==> src/rtl/spi_tx_arbiter.sv <==
`default_nettype none
// ============================================================================
// Module   : spi_tx_arbiter
// Purpose  : Round-robin arbiter that shares the single write port of the SPI
//            TX FIFO between NUM_REQ producers. A grant lasts until the owner
//            flags its last word, reaches MAX_BURST words, or stalls (valid
//            low) for STALL_TIMEOUT cycles. FIFO_FULL backpressure never
//            counts as a stall.
// Ports    : clk_i        - system clock, rising edge
//            rst_n_i      - synchronous active-low reset
//            enable_i     - transmitter enable; low blocks new grants
//            req_valid_i  - per-requester word valid
//            req_last_i   - per-requester last-word flag (qualified by valid)
//            req_data_i   - packed words, requester i at [i*DATA_WIDTH +: DATA_WIDTH]
//            req_ready_o  - per-requester accept
//            fifo_full_i  - TX FIFO full flag
//            fifo_write_o - TX FIFO write strobe
//            fifo_data_o  - TX FIFO write data (0 when nobody owns the port)
//            grant_o      - one-hot current owner, 0 when none
//            busy_o       - high while a requester owns the port
// Revision : 1.0 - initial release
// ============================================================================
module spi_tx_arbiter #(
   parameter int unsigned NUM_REQ       = 4,
   parameter int unsigned DATA_WIDTH    = 31,
   parameter int unsigned MAX_BURST     = 4,
   parameter int unsigned STALL_TIMEOUT = 8
) (
   input  logic                          clk_i,
   input  logic                          rst_n_i,
   input  logic                          enable_i,
   input  logic [NUM_REQ-1:0]            req_valid_i,
   input  logic [NUM_REQ-1:0]            req_last_i,
   input  logic [NUM_REQ*DATA_WIDTH-1:0] req_data_i,
   output logic [NUM_REQ-1:0]            req_ready_o,
   input  logic                          fifo_full_i,
   output logic                          fifo_write_o,
   output logic [DATA_WIDTH-1:0]         fifo_data_o,
   output logic [NUM_REQ-1:0]            grant_o,
   output logic                          busy_o
);

   localparam int unsigned IDX_W   = $clog2(NUM_REQ);
   localparam int unsigned BEAT_W  = $clog2(MAX_BURST) + 1;
   localparam int unsigned STALL_W = $clog2(STALL_TIMEOUT) + 1;
   localparam int          N       = int'(NUM_REQ);

   localparam logic [BEAT_W-1:0]  BEAT_LAST  = BEAT_W'(MAX_BURST - 1);
   localparam logic [STALL_W-1:0] STALL_LAST = STALL_W'(STALL_TIMEOUT - 1);

   typedef enum logic [0:0] {
      ST_IDLE = 1'b0,
      ST_OWN  = 1'b1
   } state_t;

   state_t               state_q, state_d;
   logic [NUM_REQ-1:0]   grant_q, grant_d;
   logic [IDX_W-1:0]     owner_q, owner_d;
   logic [IDX_W-1:0]     last_q,  last_d;
   logic [BEAT_W-1:0]    beat_q,  beat_d;
   logic [STALL_W-1:0]   stall_q, stall_d;

   logic                 own_valid;
   logic                 own_last;
   logic                 transfer;
   logic                 found;
   logic [IDX_W-1:0]     sel_idx;
   logic [NUM_REQ-1:0]   sel_onehot;
   logic [DATA_WIDTH-1:0] data_mux;

   // Owner qualifiers straight from the one-hot grant.
   assign own_valid = |(req_valid_i & grant_q);
   assign own_last  = |(req_last_i  & grant_q);

   // Ready/write are gated by reset so a reset cycle never writes, even though
   // the registered grant is still set until the edge.
   assign transfer     = (state_q == ST_OWN) && own_valid && !fifo_full_i && rst_n_i;
   assign fifo_write_o = transfer;
   assign req_ready_o  = ((state_q == ST_OWN) && !fifo_full_i && rst_n_i) ? grant_q : '0;
   assign grant_o      = grant_q;
   assign busy_o       = (state_q == ST_OWN);
   assign fifo_data_o  = data_mux;

   // AND-OR data mux: yields zero whenever no grant bit is set.
   always_comb begin
      data_mux = '0;
      for (int i = 0; i < N; i++) begin
         if (grant_q[i]) begin
            data_mux = data_mux | req_data_i[i*DATA_WIDTH +: DATA_WIDTH];
         end
      end
   end

   // Round-robin pick: each requester gets a rank equal to its distance past
   // the last winner; the valid requester with the smallest rank wins.
   always_comb begin
      int rank;
      int best_rank;
      rank       = 0;
      best_rank  = N;
      sel_idx    = '0;
      sel_onehot = '0;
      for (int i = 0; i < N; i++) begin
         rank = i - int'(last_q) - 1;
         if (rank < 0) begin
            rank = rank + N;
         end
         if (req_valid_i[i] && (rank < best_rank)) begin
            best_rank  = rank;
            sel_idx    = IDX_W'(i);
            sel_onehot = '0;
            sel_onehot[i] = 1'b1;
         end
      end
      found = (best_rank < N);
   end

   always_comb begin
      logic release_now;
      release_now = 1'b0;
      state_d     = state_q;
      grant_d     = grant_q;
      owner_d     = owner_q;
      last_d      = last_q;
      beat_d      = beat_q;
      stall_d     = stall_q;

      case (state_q)
         ST_IDLE: begin
            if (enable_i && found) begin
               state_d = ST_OWN;
               grant_d = sel_onehot;
               owner_d = sel_idx;
               beat_d  = '0;
               stall_d = '0;
            end
         end
         ST_OWN: begin
            if (transfer) begin
               beat_d  = beat_q + BEAT_W'(1);
               stall_d = '0;
               // Last flag and burst limit on the same word fold into one release.
               if (own_last || (beat_q == BEAT_LAST)) begin
                  release_now = 1'b1;
               end
            end else if (!own_valid) begin
               // Only an absent owner counts toward the timeout; a full FIFO does not.
               if (stall_q == STALL_LAST) begin
                  release_now = 1'b1;
               end else begin
                  stall_d = stall_q + STALL_W'(1);
               end
            end
            if (release_now) begin
               state_d = ST_IDLE;
               grant_d = '0;
               last_d  = owner_q;
            end
         end
         default: begin
            state_d = ST_IDLE;
            grant_d = '0;
         end
      endcase
   end

   always_ff @(posedge clk_i) begin
      if (!rst_n_i) begin
         state_q <= ST_IDLE;
         grant_q <= '0;
         owner_q <= '0;
         last_q  <= IDX_W'(NUM_REQ - 1);
         beat_q  <= '0;
         stall_q <= '0;
      end else begin
         state_q <= state_d;
         grant_q <= grant_d;
         owner_q <= owner_d;
         last_q  <= last_d;
         beat_q  <= beat_d;
         stall_q <= stall_d;
      end
   end

endmodule
`default_nettype wire

==> config.mk <==
export PLATFORM = sky130hd
export DESIGN_NAME = spi_tx_arbiter
export DESIGN_NICKNAME = d
export VERILOG_FILES = /design/src/rtl/spi_tx_arbiter.sv
export SDC_FILE = /design/constraint.sdc
export NUM_CORES = 1
export LEC_CHECK = 0
export ABC_AREA = 1
export ABC_CLOCK_PERIOD_IN_PS = 5300
export CAP_MARGIN = 20
export CORE_MARGIN = 4
export CORE_UTILIZATION = 34
export DETAILED_ROUTE_END_ITERATION = 10
export PLACE_DENSITY = 0.88
export SYNTH_ARGS = -nofsm -noshare
export SYNTH_HDL_FRONTEND = slang
export SYNTH_SLANG_ARGS = --single-unit
==> constraint.sdc <==
create_clock -name clk_i -period 5.3 [get_ports clk_i]
set_input_delay 0.795 -clock clk_i [delete_from_list [all_inputs] [get_ports clk_i]]
set_output_delay 0.795 -clock clk_i [all_outputs]
set_load 0.02 [all_outputs]
==> impl.org <==
** Die
- For this configuration, the core starts out at a cell density of 35.1%.
- Number of top-level pins :: 177
- Area of the core region :: 5510 sq um
- Die Width :: 83.4 um
- The initialized floorplan defines 27 standard-cell rows.
- The die covers 6960 sq um.
- The die is 83.4 um tall.

** Clocking
- Number of buffers inserted by post-CTS setup repair :: 0
- Clock tree buffer depth :: 2
- The clock reaches the later pin of the worst-skew pair after 0.26 ns.
- After clock tree synthesis, the clock-pin slew on the worst setup and hold paths is 0.06 ns.
- After clock tree synthesis, the repair step resized 0 gates.
- For this design, the sink count on the clock tree is 16.
- Hold repair after CTS inserted 0 buffers.
- Deepest level of the CTS H-tree :: 1
- Total clock buffers created by CTS :: 3
- TritonCTS clock tree :: built
- In this run the clock root is driven by a sky130_fd_sc_hd__clkbuf_8.

** Layout
- N_diodes :: 0
- Share of final-layout standard cells stronger than drive strength 1 :: 5.65%
- The net count of the finished layout is 664.
- Number of filler cells placed in the layout :: 473
- Leaving out fill and tap cells, the most frequent cell in the layout is sky130_fd_sc_hd__clkdlybuf4s50_1.
- The area growth from synthesis to layout is 95.4%.
- Commonest cells after routing, fill and taps aside :: 176 x sky130_fd_sc_hd__clkdlybuf4s50_1, 160 x sky130_fd_sc_hd__nand2_1, 31 x sky130_fd_sc_hd__nand4_1

** Timing
- Hold timing on the final database bottoms out at a slack of 0.479 ns.
- Setup repair after global routing left no endpoint under its margin.
- The count of final hold-check violations is 0.
- Min Clock Period, post-route :: 3.38 ns
- In the finished design, the share of the clock period the worst path needs comes to 63.8%.
- Final TNS setup :: 0 ns
- Post-Route Skew :: 0.00422 ns
- The final count of pins violating max slew came to 0.
- Measured against its own limit, the worst slew margin works out to 58.1%.
- Measured slew at the worst slew-check pin :: 0.627 ns
- Maximum achievable frequency :: 296 MHz
- Setup violation total in the final timing report :: 0

** Worst setup path
- Arrival time worst endpoint :: 2.59 ns
- The worst setup path is of the input port to output port kind.
- The worst register-to-register path ends at owner_q[0]$_SDFFE_PN0P_.
- Reg-to-reg setup timing slack :: 2.12 ns
- STA classifies the critical path startpoint as an input port.
- For the worst setup path, the data required time is 4.51 ns.
- The critical path starts at rst_n_i.
- Worst r2r path cells :: 26
- The worst setup path is captured at an output port.
- The startpoint identified for the worst register-to-register timing path is last_q[0]$_SDFFE_PN1P_.
- Maximum fanout along the worst path :: 10

** Yosys
- The cell area that synthesis handed to floorplanning was 1930 sq um.
- Register bit count reported by yosys :: 16
- After synthesis, the mean cell area works out to 5.59 sq um.
- Number of instances in the synthesized netlist :: 346
- Number of distinct library cells after synthesis :: 34
- Sequential-to-total area share from yosys stat :: 16.6%
- Synth warn :: 0

** Power
- In this run the power density over the cells is 136 nW/um^2.
- The analysis attributes to cell leakage a power of 1.54 nW.
- Max IR drop VDD :: 0.129 mV

** Global route
- Maximum number of pins on one net before global-route repair :: 36
- Via count of the first global-routing pass :: 2,694
- The total overflow left after global routing is 0.
- Global routing consumed, over all layers together, 25.0% of the routing resources.
- The initial antenna violation count was 0.
- First-pass GRT wire length :: 14,100 um

** Worst hold path
- The worst hold path begins at beat_q[0]$_SDFFE_PN0P_.
- Hold path depth :: 1
- Worst min-delay path class :: flop to flop
- Hold endpoint :: beat_q[0]$_SDFFE_PN0P_

** Outcome
- Result of the run :: finished, final reports clean

** Place
- Detailed placement finished with a half-perimeter wire length of 7260 um.
- Routability Congestion :: 0.865
- In this run the tool buffered the top-level ports with 176 buffer cells.

** Detailed routing
- In the routed design, unresolved DRC markers number 0.
- Antenna viol nets, final :: 0
- In this run, the number of DRC markers left after iteration 0 of detailed routing was 101.
- Summed over all layers, the routed wires come to 8810 um.
- Router iterations before antenna repair :: 4
- Using the TritonRoute via totals, the vias-per-cell ratio works out to 4.89.
- Dividing the detail-routed wire length by the instance count gives 15.1 um.
- Total via count in the routed design :: 2,859

** Job
- The tool flagged a number of max-cap violations equal to 0.
==> where the power goes <==
part           internal, mW  switching, mW
logic                 0.163          0.119
registers             0.126         0.0101
clock network        0.0506         0.0446
total                 0.339          0.174
==> per-layer routing <==
metal	vias to the layer above	GRT usage [%]	wire (um)
li1	1452	-	-
met5	-	0	0
met3	15	3.67	504
met4	0	7.16	213
met1	1266	30.1	3630
met2	126	45.6	4460
==> layout make-up <==
type	instances	area, sq um	area share, %
tap	72	90.1	2.38
inverter	36	135	3.57
timing repair buffer	180	1790	47.4
multi-input combinational	278	1400	37.1
clock buffer	3	41.3	1.09
sequential	16	320	8.47
==> flip-flops by register name, summed over array words and instances (netlist names) <==
register,cells
beat_q,3
busy_o,1
grant_o,4
last_q,2
owner_q,2
stall_q,4
==> logic make-up after synthesis <==
family | share of synthesized area, %
xor gates and xnor gates | 1.36
buffers and inverters | 11.2
other | 0.194
DFF | 16.6
and+or+nand+nor | 52.5
adders and majority gates | 8.41
AOI/OAI and AO/OA | 9.77
==> worst max-delay path by stage <==
stage	endpoint	depth (start not counted)
after floorplan	owner_q[0]$_SDFFE_PN0P_	23
after detailed placement	owner_q[0]$_SDFFE_PN0P_	24
final	fifo_write_o	6
after CTS	fifo_write_o	6
after global routing	owner_q[0]$_SDFFE_PN0P_	24
after global placement	owner_q[0]$_SDFFE_PN0P_	24
==> worst max-delay path: stages <==
cell and delay, ns:
sky130_fd_sc_hd__clkdlybuf4s50_1 0.63, sky130_fd_sc_hd__inv_2 0.17, sky130_fd_sc_hd__nor3_2 0.15, sky130_fd_sc_hd__inv_2 0.10, sky130_fd_sc_hd__nor2_4 0.13, sky130_fd_sc_hd__clkdlybuf4s50_1 0.61
==> Yosys cell counts <==
| library cell | n | area, sq um |
|---|---|---|
| sky130_fd_sc_hd__dfxtp_1 | 16 | 320 |
| sky130_fd_sc_hd__nor4_1 | 1 | 6.26 |
| sky130_fd_sc_hd__o21ai_1 | 3 | 15.0 |
| sky130_fd_sc_hd__nor2_1 | 9 | 33.8 |
| sky130_fd_sc_hd__clkbuf_1 | 12 | 45.0 |
| sky130_fd_sc_hd__nand3_2 | 1 | 10.0 |
| sky130_fd_sc_hd__nand2_1 | 160 | 601 |
| sky130_fd_sc_hd__o211ai_1 | 2 | 15.0 |
| sky130_fd_sc_hd__and2_2 | 1 | 7.51 |
| sky130_fd_sc_hd__o22ai_1 | 2 | 12.5 |
| sky130_fd_sc_hd__nand3_1 | 14 | 70.1 |
| sky130_fd_sc_hd__inv_2 | 8 | 30.0 |
| sky130_fd_sc_hd__or2_2 | 1 | 6.26 |
| sky130_fd_sc_hd__ha_1 | 13 | 163 |
| sky130_fd_sc_hd__nor2_2 | 2 | 12.5 |
| sky130_fd_sc_hd__buf_2 | 2 | 10.0 |
| sky130_fd_sc_hd__buf_6 | 1 | 11.3 |
| sky130_fd_sc_hd__nor3_2 | 1 | 10.0 |
| sky130_fd_sc_hd__o21ai_0 | 7 | 35.0 |
| sky130_fd_sc_hd__nand2_2 | 1 | 6.26 |
| sky130_fd_sc_hd__and3_1 | 1 | 6.26 |
| sky130_fd_sc_hd__buf_4 | 2 | 15.0 |
| sky130_fd_sc_hd__nor2_4 | 2 | 22.5 |
| sky130_fd_sc_hd__nand2_4 | 2 | 22.5 |
| sky130_fd_sc_hd__nand3b_1 | 1 | 7.51 |
| sky130_fd_sc_hd__nand4_1 | 31 | 194 |
| sky130_fd_sc_hd__conb_1 | 1 | 3.75 |
| sky130_fd_sc_hd__xor2_1 | 1 | 8.76 |
| sky130_fd_sc_hd__a211oi_1 | 1 | 7.51 |
| sky130_fd_sc_hd__xnor2_1 | 2 | 17.5 |
| sky130_fd_sc_hd__inv_1 | 28 | 105 |
| sky130_fd_sc_hd__o21ai_2 | 2 | 17.5 |
| sky130_fd_sc_hd__a21oi_1 | 14 | 70.1 |
| sky130_fd_sc_hd__a41oi_2 | 1 | 16.3 |
==> metrics by stage <==
step           utilization (%)  power, mW  area [sq um]  cells  setup slack [ns]
4_1_cts                   68.6      0.516          3780    585              1.92
2_1_floorplan                -      0.246          1940    347              2.47
3_3_place_gp              67.9      0.416          3740    582              1.82
5_1_grt                   68.6      0.545          3780    585              1.60
6_report                  68.6      0.513          3780    585              1.92
3_5_place_dp              67.9      0.420          3740    582              1.67
No activity file was read; power rests on OpenSTA's default activity.
